==> src/rtl/piso_transmitter_negclk_if.sv <==
// Parallel load / serial output bundle for piso_transmitter_negclk.
// master drives the load strobe, shift enable and word; slave is the transmitter.
interface piso_transmitter_negclk_if #(
  parameter int WIDTH = 8
);
  logic             Loadbar;
  logic             Shiftbar;
  logic [WIDTH-1:0] in;
  logic             out;
  logic             busy;
  logic             done;

  modport master (
    output Loadbar,
    output Shiftbar,
    output in,
    input  out,
    input  busy,
    input  done
  );

  modport slave (
    input  Loadbar,
    input  Shiftbar,
    input  in,
    output out,
    output busy,
    output done
  );
endinterface

==> src/rtl/piso_transmitter_negclk.sv <==
// Falling-edge parallel-in/serial-out transmitter, LSB first, with active-low stall.
// Optional even-parity trailer bit when PISO_TRANSMITTER_PARITY_EN is defined.
module piso_transmitter_negclk #(
  parameter int WIDTH = 8
) (
  input  logic                      ClkN,
  input  logic                      Resetbar,
  piso_transmitter_negclk_if.slave  bus
);

`ifdef PISO_TRANSMITTER_PARITY_EN
  localparam int FRAME = WIDTH + 1;
`else
  localparam int FRAME = WIDTH;
`endif
  localparam int CNT_W = (FRAME > 1) ? $clog2(FRAME) : 1;
  localparam logic [CNT_W-1:0] LAST = CNT_W'(FRAME - 1);

  typedef enum logic {
    IDLE  = 1'b0,
    SHIFT = 1'b1
  } state_t;

  state_t           state;
  logic [FRAME-1:0] shreg;
  logic [CNT_W-1:0] cnt;
  logic             out_q;
  logic             busy_q;
  logic             done_q;

  // Parity (when enabled) is frozen at load time so later changes on in cannot alter it.
  function automatic logic [FRAME-1:0] frame_word(input logic [WIDTH-1:0] d);
`ifdef PISO_TRANSMITTER_PARITY_EN
    return {^d, d};
`else
    return d;
`endif
  endfunction

  always_ff @(negedge ClkN or negedge Resetbar) begin
    if (!Resetbar) begin
      state  <= IDLE;
      shreg  <= '0;
      cnt    <= '0;
      out_q  <= 1'b0;
      busy_q <= 1'b0;
      done_q <= 1'b0;
    end else begin
      case (state)
        IDLE: begin
          done_q <= 1'b0;
          if (!bus.Loadbar) begin
            shreg  <= frame_word(bus.in);
            out_q  <= bus.in[0];
            cnt    <= '0;
            busy_q <= 1'b1;
            state  <= SHIFT;
          end else begin
            out_q  <= 1'b0;
            busy_q <= 1'b0;
          end
        end
        SHIFT: begin
          // Loadbar is deliberately ignored here: a frame in flight is never disturbed.
          if (!bus.Shiftbar) begin
            if (cnt == LAST) begin
              state  <= IDLE;
              out_q  <= 1'b0;
              busy_q <= 1'b0;
              done_q <= 1'b1;
            end else begin
              cnt   <= cnt + 1'b1;
              shreg <= shreg >> 1;
              out_q <= shreg[1];
            end
          end
        end
        default: begin
          state  <= IDLE;
          out_q  <= 1'b0;
          busy_q <= 1'b0;
          done_q <= 1'b0;
        end
      endcase
    end
  end

  assign bus.out  = out_q;
  assign bus.busy = busy_q;
  assign bus.done = done_q;

endmodule

==> src/flat_wrapper.sv <==
// flat-port wrapper written by rule: the top's interface ports become plain ports
module piso_transmitter_negclk_flat 
#(
  parameter int WIDTH = 8
)
  (ClkN, Resetbar, bus_Loadbar, bus_Shiftbar, bus_in, bus_out, bus_busy, bus_done);
  piso_transmitter_negclk_if #(.WIDTH(WIDTH)) bus_i ();
  input  logic ClkN;
  input  logic Resetbar;
  input wire logic [$bits(bus_i.Loadbar)-1:0] bus_Loadbar;
  input wire logic [$bits(bus_i.Shiftbar)-1:0] bus_Shiftbar;
  input wire logic [$bits(bus_i.in)-1:0] bus_in;
  output wire logic [$bits(bus_i.out)-1:0] bus_out;
  output wire logic [$bits(bus_i.busy)-1:0] bus_busy;
  output wire logic [$bits(bus_i.done)-1:0] bus_done;
  assign bus_i.Loadbar = bus_Loadbar;
  assign bus_i.Shiftbar = bus_Shiftbar;
  assign bus_i.in = bus_in;
  assign bus_out = bus_i.out;
  assign bus_busy = bus_i.busy;
  assign bus_done = bus_i.done;
  piso_transmitter_negclk #(.WIDTH(WIDTH)) u_core (.ClkN(ClkN), .Resetbar(Resetbar), .bus(bus_i));
endmodule
==> config.mk <==
export PLATFORM = sky130hd
export DESIGN_NAME = piso_transmitter_negclk_flat
export DESIGN_NICKNAME = d
export VERILOG_FILES = /design/src/rtl/piso_transmitter_negclk_if.sv /design/src/rtl/piso_transmitter_negclk.sv /design/src/flat_wrapper.sv
export SDC_FILE = /design/constraint.sdc
export NUM_CORES = 1
export LEC_CHECK = 0
export BUFFER_PORTS_ARGS = -buffer_cell sky130_fd_sc_hd__buf_2
export CORE_MARGIN = 2
export CORE_UTILIZATION = 40
export CTS_CLUSTER_SIZE = 14
export DETAILED_ROUTE_END_ITERATION = 10
export PLACE_DENSITY = 0.69
export SYNTH_ARGS = -nofsm -noshare
export SYNTH_HDL_FRONTEND = slang
export SYNTH_SLANG_ARGS = --single-unit
==> constraint.sdc <==
create_clock -name ClkN -period 3.6 [get_ports ClkN]
set_clock_uncertainty 0.05 [all_clocks]
set_input_delay 0.36 -clock ClkN [delete_from_list [all_inputs] [get_ports ClkN]]
set_output_delay 0.36 -clock ClkN [all_outputs]
set_load 0.02 [all_outputs]
---- Word-level counts from Yosys, hierarchy flattened ----
Index checks and enable logic that the tools add are counted.
Widths: inputs -> output; s select.
word-level totals
  output and inout bits ................... 3
  bits in registers ....................... 15
cells by class
  multiplexer cells ....................... 22
  reduce and logical (&&, ||, !) cells .... 2
  equal/unequal tests ..................... 5
  bitwise operators ....................... 1
  add/sub/neg operators ................... 1
operators with widths
  operator             number
  $mux 8               3
  $pmux 8 s2           1
  $mux 1               10
  $mux 3               3
  $ne 2x2->1 const B   4
  $pmux 1 s2           4
  $pmux 3 s2           1
  $add 3x1->3 const B  1
  $eq 3x3->1 const B   1
  $reduce_and 3->1     1
  $reduce_and 2->1     1
  $not 1->1            1

---- Depth between registers and ports, before layout ----
Gate-level depths: netlist of the first run.
  depth in word-level cells ............... 4
  gate-level depth with buffers ........... 5

==> results of run 1 <==
synth_stat cells, drive strengths merged:
master	count	area share, %
or3b	2	2.2
dfrtn	14	44
nand3b	2	1.9
nand2	3	1.4
a22o	1	1.1
nor3	6	3.8
buf	4	2.8
o21ba	7	8.8
nor2	1	0.47
nor4b	6	6.6
clkbuf	5	2.4
nor2b	2	1.6
o211ai	6	5.7
a211oi	7	6.6
and2b	1	0.94
a21oi	1	0.63
ha	2	3.1
a21boi	1	0.94
o21a	2	1.9
or2	1	0.79
a2bb2oi	1	1.1
or4b	1	1.3
cell usage in the layout, fill, tap and decap left out:
cell	synthesis	layout
a2bb2oi_1	1	1
o211ai_1	6	6
o21ba_2	3	3
dfrtn_1	14	14
or3b_1	2	2
a211oi_1	7	7
a22o_1	1	1
ha_1	2	2
nand3b_1	2	2
nor3_1	6	6
o21a_1	2	2
buf_4	1	1
nand2_1	3	3
clkbuf_4	0	3
nor4b_1	6	6
nor2b_1	2	2
or2_1	1	1
o21ba_1	4	4
a21oi_1	1	1
or4b_1	1	1
nor2_1	1	1
a21boi_0	1	1
buf_2	3	14
and2b_1	1	1
registers in the layout, summed over array words and instances (netlist names):
name,cells
u_core.bus.out,1
u_core.bus.done,1
u_core.bus.busy,1
u_core.state,1
u_core.shreg,7
u_core.cnt,3
power groups by stage:
stage          combinational (mW)  sequential [mW]  clock [mW]
4_1_cts                     0.235            0.282      0.0904
6_report                    0.231            0.282      0.0849
3_3_place_gp                0.229            0.280           0
3_5_place_dp                0.233            0.285           0
5_1_grt                     0.258            0.293      0.0974
2_1_floorplan               0.185            0.280           0
through the flow:
stage | instance area, um^2 | utilization [%] | std cells
after floorplan | 796 | - | 76
final | 888 | 46.2 | 112
after CTS | 888 | 46.2 | 112
after detailed placement | 866 | 45.1 | 109
after global placement | 866 | 45.1 | 109
after global routing | 888 | 46.2 | 112
cell families (layout without fill, tap and decap cells):
logic type               count (synthesis)  count (layout)  share of synthesized area, %
AND/OR/NAND/NOR                         25              25                          20.9
adder cells (fa/ha/maj)                  2               2                          3.14
AO/OA/AOI/OAI                           26              26                          26.7
flip-flops                              14              14                          44.0
buffers and inverters                    9              18                          5.19
worst max-delay path by stage:
stage	endpoint	slack [ns]	cells past startpoint
after detailed placement	u_core.shreg[7]	0.40	3
after global routing	bus_busy	0.50	1
after global placement	u_core.shreg[7]	0.41	3
final	bus_done	0.55	1
after floorplan	u_core.shreg[7]	0.56	3
after CTS	bus_done	0.53	1
layout make-up:
| type | count | area [um^2] |
|---|---|---|
| clock buffer | 3 | 22.5 |
| multi-input combinational | 53 | 404 |
| sequential | 14 | 350 |
| timing repair buffer | 15 | 77.6 |
| tap | 27 | 33.8 |
| fill | 198 | 1030 |
per-layer routing:
metal  routed length [um]  vias up  global-route usage (%)  share of wire (%)
met5                    0        -                       0                  0
met2                  646       18                    18.7                 43
met1                  779      288                    19.5                 52
met4                    0        0                    2.86                  0
met3                   68        0                    5.56                4.6
li1                     -      309                       -                  -
==> results.json, run 1 <==
{
  "setup_viol": 0,
  "finalSetupTns_ns": 0,
  "p_per_area_nw_per_um2": 674,
  "drt_wl_total_mm": 1.49,
  "min_from": "u_core.bus.done",
  "cts_setup_buffers": 0,
  "synth_nets": 90,
  "nets": 101,
  "power_frac_clock_pct": 14.2,
  "drive_gt1_share_pct": 24.7,
  "r2r_slack_ns": 1.58,
  "track_usage_pct": 13.5,
  "htreeDepth": 1,
  "finalHoldViolations": 0,
  "hold_end": "u_core.bus.done",
  "ys_warn_count": 0,
  "synth_seq_cells": 14,
  "power_mw": 0.599,
  "crit_start": "u_core.bus.done",
  "slew_violations": 0,
  "clock_path_buffers": 2,
  "drt_iter0_markers": 14,
  "pwr-share-comb_pct": 38.6,
  "die_x_um": 48.6,
  "p_leak_nw": 0.372,
  "outcome": "finished, final reports clean",
  "synth_area_per_cell_um2": 10.5,
  "grt_pass1_wl_mm": 2.47,
  "crit_path_start_kind": "flop",
  "cts_sinks": 14,
  "p_int_mw": 0.397,
  "crit_buf_inv": 1,
  "slowest_stage": "dfrtn_1",
  "dp_slack_ns": 0.399,
  "cp-end-kind": "output pin",
  "path_clk_slew_ns": 0.06,
  "path_cells": "buf_2",
  "required_ns": 3.19,
  "cts_made_buffers": 3,
  "detailed_place_hpwl_um": 991,
  "hp-class": "reg2reg",
  "num_vias": 615,
  "timing.rr.start": "u_core.state",
  "hold_depth": 1,
  "holdBufCountCts": 0,
  "syn_inst": 76,
  "grt_pass1_vias": 520,
  "coreArea_um2": 1920,
  "first_pass_iters": 4,
  "yosysSeqAreaShare_pct": 44.0,
  "ir_drop_uv": 294,
  "slew_headroom_pct": 36.1,
  "rows": 16,
  "swShare_pct": 33.6,
  "cts_tree": "yes",
  "reg2regPathDepth": 2,
  "grt_antenna_before_repair": 0,
  "reg2reg_to": "u_core.shreg[7]",
  "num_io_pins": 15,
  "wire_per_inst_um": 13.3,
  "numPortBuffers": 14,
  "rsz0062_at_grt": "false",
  "grt-ovfl-total": 0,
  "syn_to_final_growth_pct": 11.6,
  "seqPwrFrac_pct": 47.2,
  "ant_nets": 0,
  "p_sw_mw": 0.201,
  "crit_arrival_ns": 2.64,
  "viasPerCell": 5.49,
  "worst_slack_ns": 0.550,
  "grt_max_degree": 38,
  "place_congestion": 0.727,
  "clock-root-buffer": "clkbuf_4",
  "die-area_um2": 2360,
  "worst_slew_pin_slew_ns": 0.959,
  "critPathMaxStageDelay_ns": 0.40,
  "crit_family": "flip-flops",
  "path_class": "reg2out",
  "clkLatencyLatePin_ns": 0.28,
  "antenna_cells": 0,
  "drc": 0,
  "synth_cell_types": 24,
  "start_util_pct": 41.4,
  "cap_violations": 0,
  "chipHeight_um": 48.6,
  "crit_fanout": 2,
  "hold_ws_ns": 0.379,
  "syn_area_um2": 796,
  "cts_resized": 0
}
(Power assumes the default switching activity.)
==> inputs of run 2 (changes only) <==
Clock period 3.6 ns to 3 ns, I/O delays scaled along.
==> run 2 against run 1 <==
  * First-iteration DRC count decreased by 43%
  * Combinational power increased by 31%
  * Cell count increased by 1.8%
  * Flip-flop and latch count unchanged
  * Design area increased by 2.4%
  * Power increased by 27%
  * Global-route usage increased by 1.9 points
  * Critical path type unchanged
==> results.json, run 2 (synthesis gave the netlist of run 1 again) <==
{
  "outcome": "finished, final reports clean",
  "path_clk_slew_ns": 0.07,
  "finalHoldViolations": 0,
  "rows": 16,
  "hold_ws_ns": 0.388,
  "setup_viol": 0,
  "num_vias": 640,
  "p_leak_nw": 0.383,
  "die_x_um": 48.6,
  "critPathMaxStageDelay_ns": 0.41,
  "required_ns": 2.65,
  "nets": 102,
  "clock_path_buffers": 2,
  "fin_cells": 114,
  "cts_setup_buffers": 0,
  "crit_buf_inv": 1,
  "grt_pass1_wl_mm": 2.80,
  "place_congestion": 0.717,
  "largest_reg_flops": 7,
  "track_usage_pct": 15.4,
  "cts_made_buffers": 3,
  "cap_violations": 0,
  "drive_gt1_share_pct": 26.4,
  "cts_resized": 0,
  "ant_nets": 0,
  "coreArea_um2": 1920,
  "dp.cells": 110,
  "ir_drop_uv": 409,
  "crit_fanout": 2,
  "cts_sinks": 14,
  "cp-end-kind": "output pin",
  "grt-ovfl-total": 0,
  "finalSetupTns_ns": 0,
  "numPortBuffers": 14,
  "grt_max_degree": 37,
  "drc": 0,
  "clkLatencyLatePin_ns": 0.29,
  "path_class": "reg2out",
  "drt_iter0_markers": 8,
  "syn_to_final_growth_pct": 14.3,
  "path_cells": "buf_2",
  "detailed_place_hpwl_mm": 1.06,
  "reg2regPathDepth": 4,
  "grt_pass1_vias": 600,
  "final_cell_mix": "14 x buf_2, 14 x dfrtn_1, 7 x a211oi_1",
  "crit_path_start_kind": "flop",
  "holdBufCountCts": 0,
  "worst_slew_pin_slew_ns": 0.481,
  "slew_headroom_pct": 67.9,
  "htreeDepth": 1,
  "die-area_um2": 2360,
  "wire_per_inst_um": 14.3,
  "hp-class": "reg2reg",
  "crit_arrival_ns": 2.37,
  "drt_wl_total_mm": 1.63,
  "first_pass_iters": 4,
  "worstSetupPathDepth": 1,
  "antenna_cells": 0,
  "slowest_stage": "dfrtn_1",
  "slew_violations": 0,
  "top_regs": "u_core.shreg (7), u_core.cnt (3)",
  "stdcell_area_um2": 910,
  "start_util_pct": 41.4,
  "hold_depth": 1,
  "viasPerCell": 5.61,
  "largest_register": "u_core.shreg",
  "rsz0062_at_grt": "false",
  "p_per_area_nw_per_um2": 838,
  "num_io_pins": 15,
  "cts_tree": "yes",
  "dpl_cell_area_um2": 873,
  "crit_family": "flip-flops",
  "grt_antenna_before_repair": 0,
  "clock-root-buffer": "clkbuf_4",
  "chipHeight_um": 48.6
}
run 2: worst paths after layout:
check,start,endpoint,slack (ns)
hold reg to reg,u_core.bus.done,u_core.bus.done,0.39
setup reg to reg,u_core.cnt[0],u_core.shreg[7],1.08
min in group asynchronous,Resetbar,u_core.bus.done,1.23
setup / recovery,u_core.bus.done,bus_done,0.28
hold / removal,u_core.bus.done,u_core.bus.done,0.39
max in group asynchronous,Resetbar,u_core.shreg[4],1.39
run 2: layout make-up:
cell class / instances / area [um^2]
repair buffers: 16 / 85.1
flip-flops and latches: 14 / 350
clock buffers: 4 / 36.3
well taps: 27 / 33.8
fillers: 189 / 1010
multi-input cells: 53 / 404
run 2: stage by stage:
| stage | util (%) | worst slack, ns | total power, mW |
|---|---|---|---|
| 3_5_place_dp | 45.4 | 0.162 | 0.627 |
| 3_3_place_gp | 45.4 | 0.172 | 0.613 |
| 6_report | 47.3 | 0.285 | 0.762 |
| 2_1_floorplan | - | 0.323 | 0.559 |
| 4_1_cts | 47.3 | 0.276 | 0.769 |
| 5_1_grt | 47.3 | 0.241 | 0.821 |
run 2: routing by layer:
layer  vias up  track usage, %  routed length, um
li1        315               -                  -
met1       303            20.1                761
met2        18            22.6                734
met3         4            5.56                102
met4         0            7.14                 27
met5         -               0                  0
run 2: power breakdown:
group	switching, mW	leakage [nW]	internal, mW	total, mW
registers	0.0423	0.163	0.276	0.318
clock network	0.0675	0.0210	0.0740	0.142
logic	0.145	0.200	0.158	0.303
total	0.255	0.383	0.507	0.762
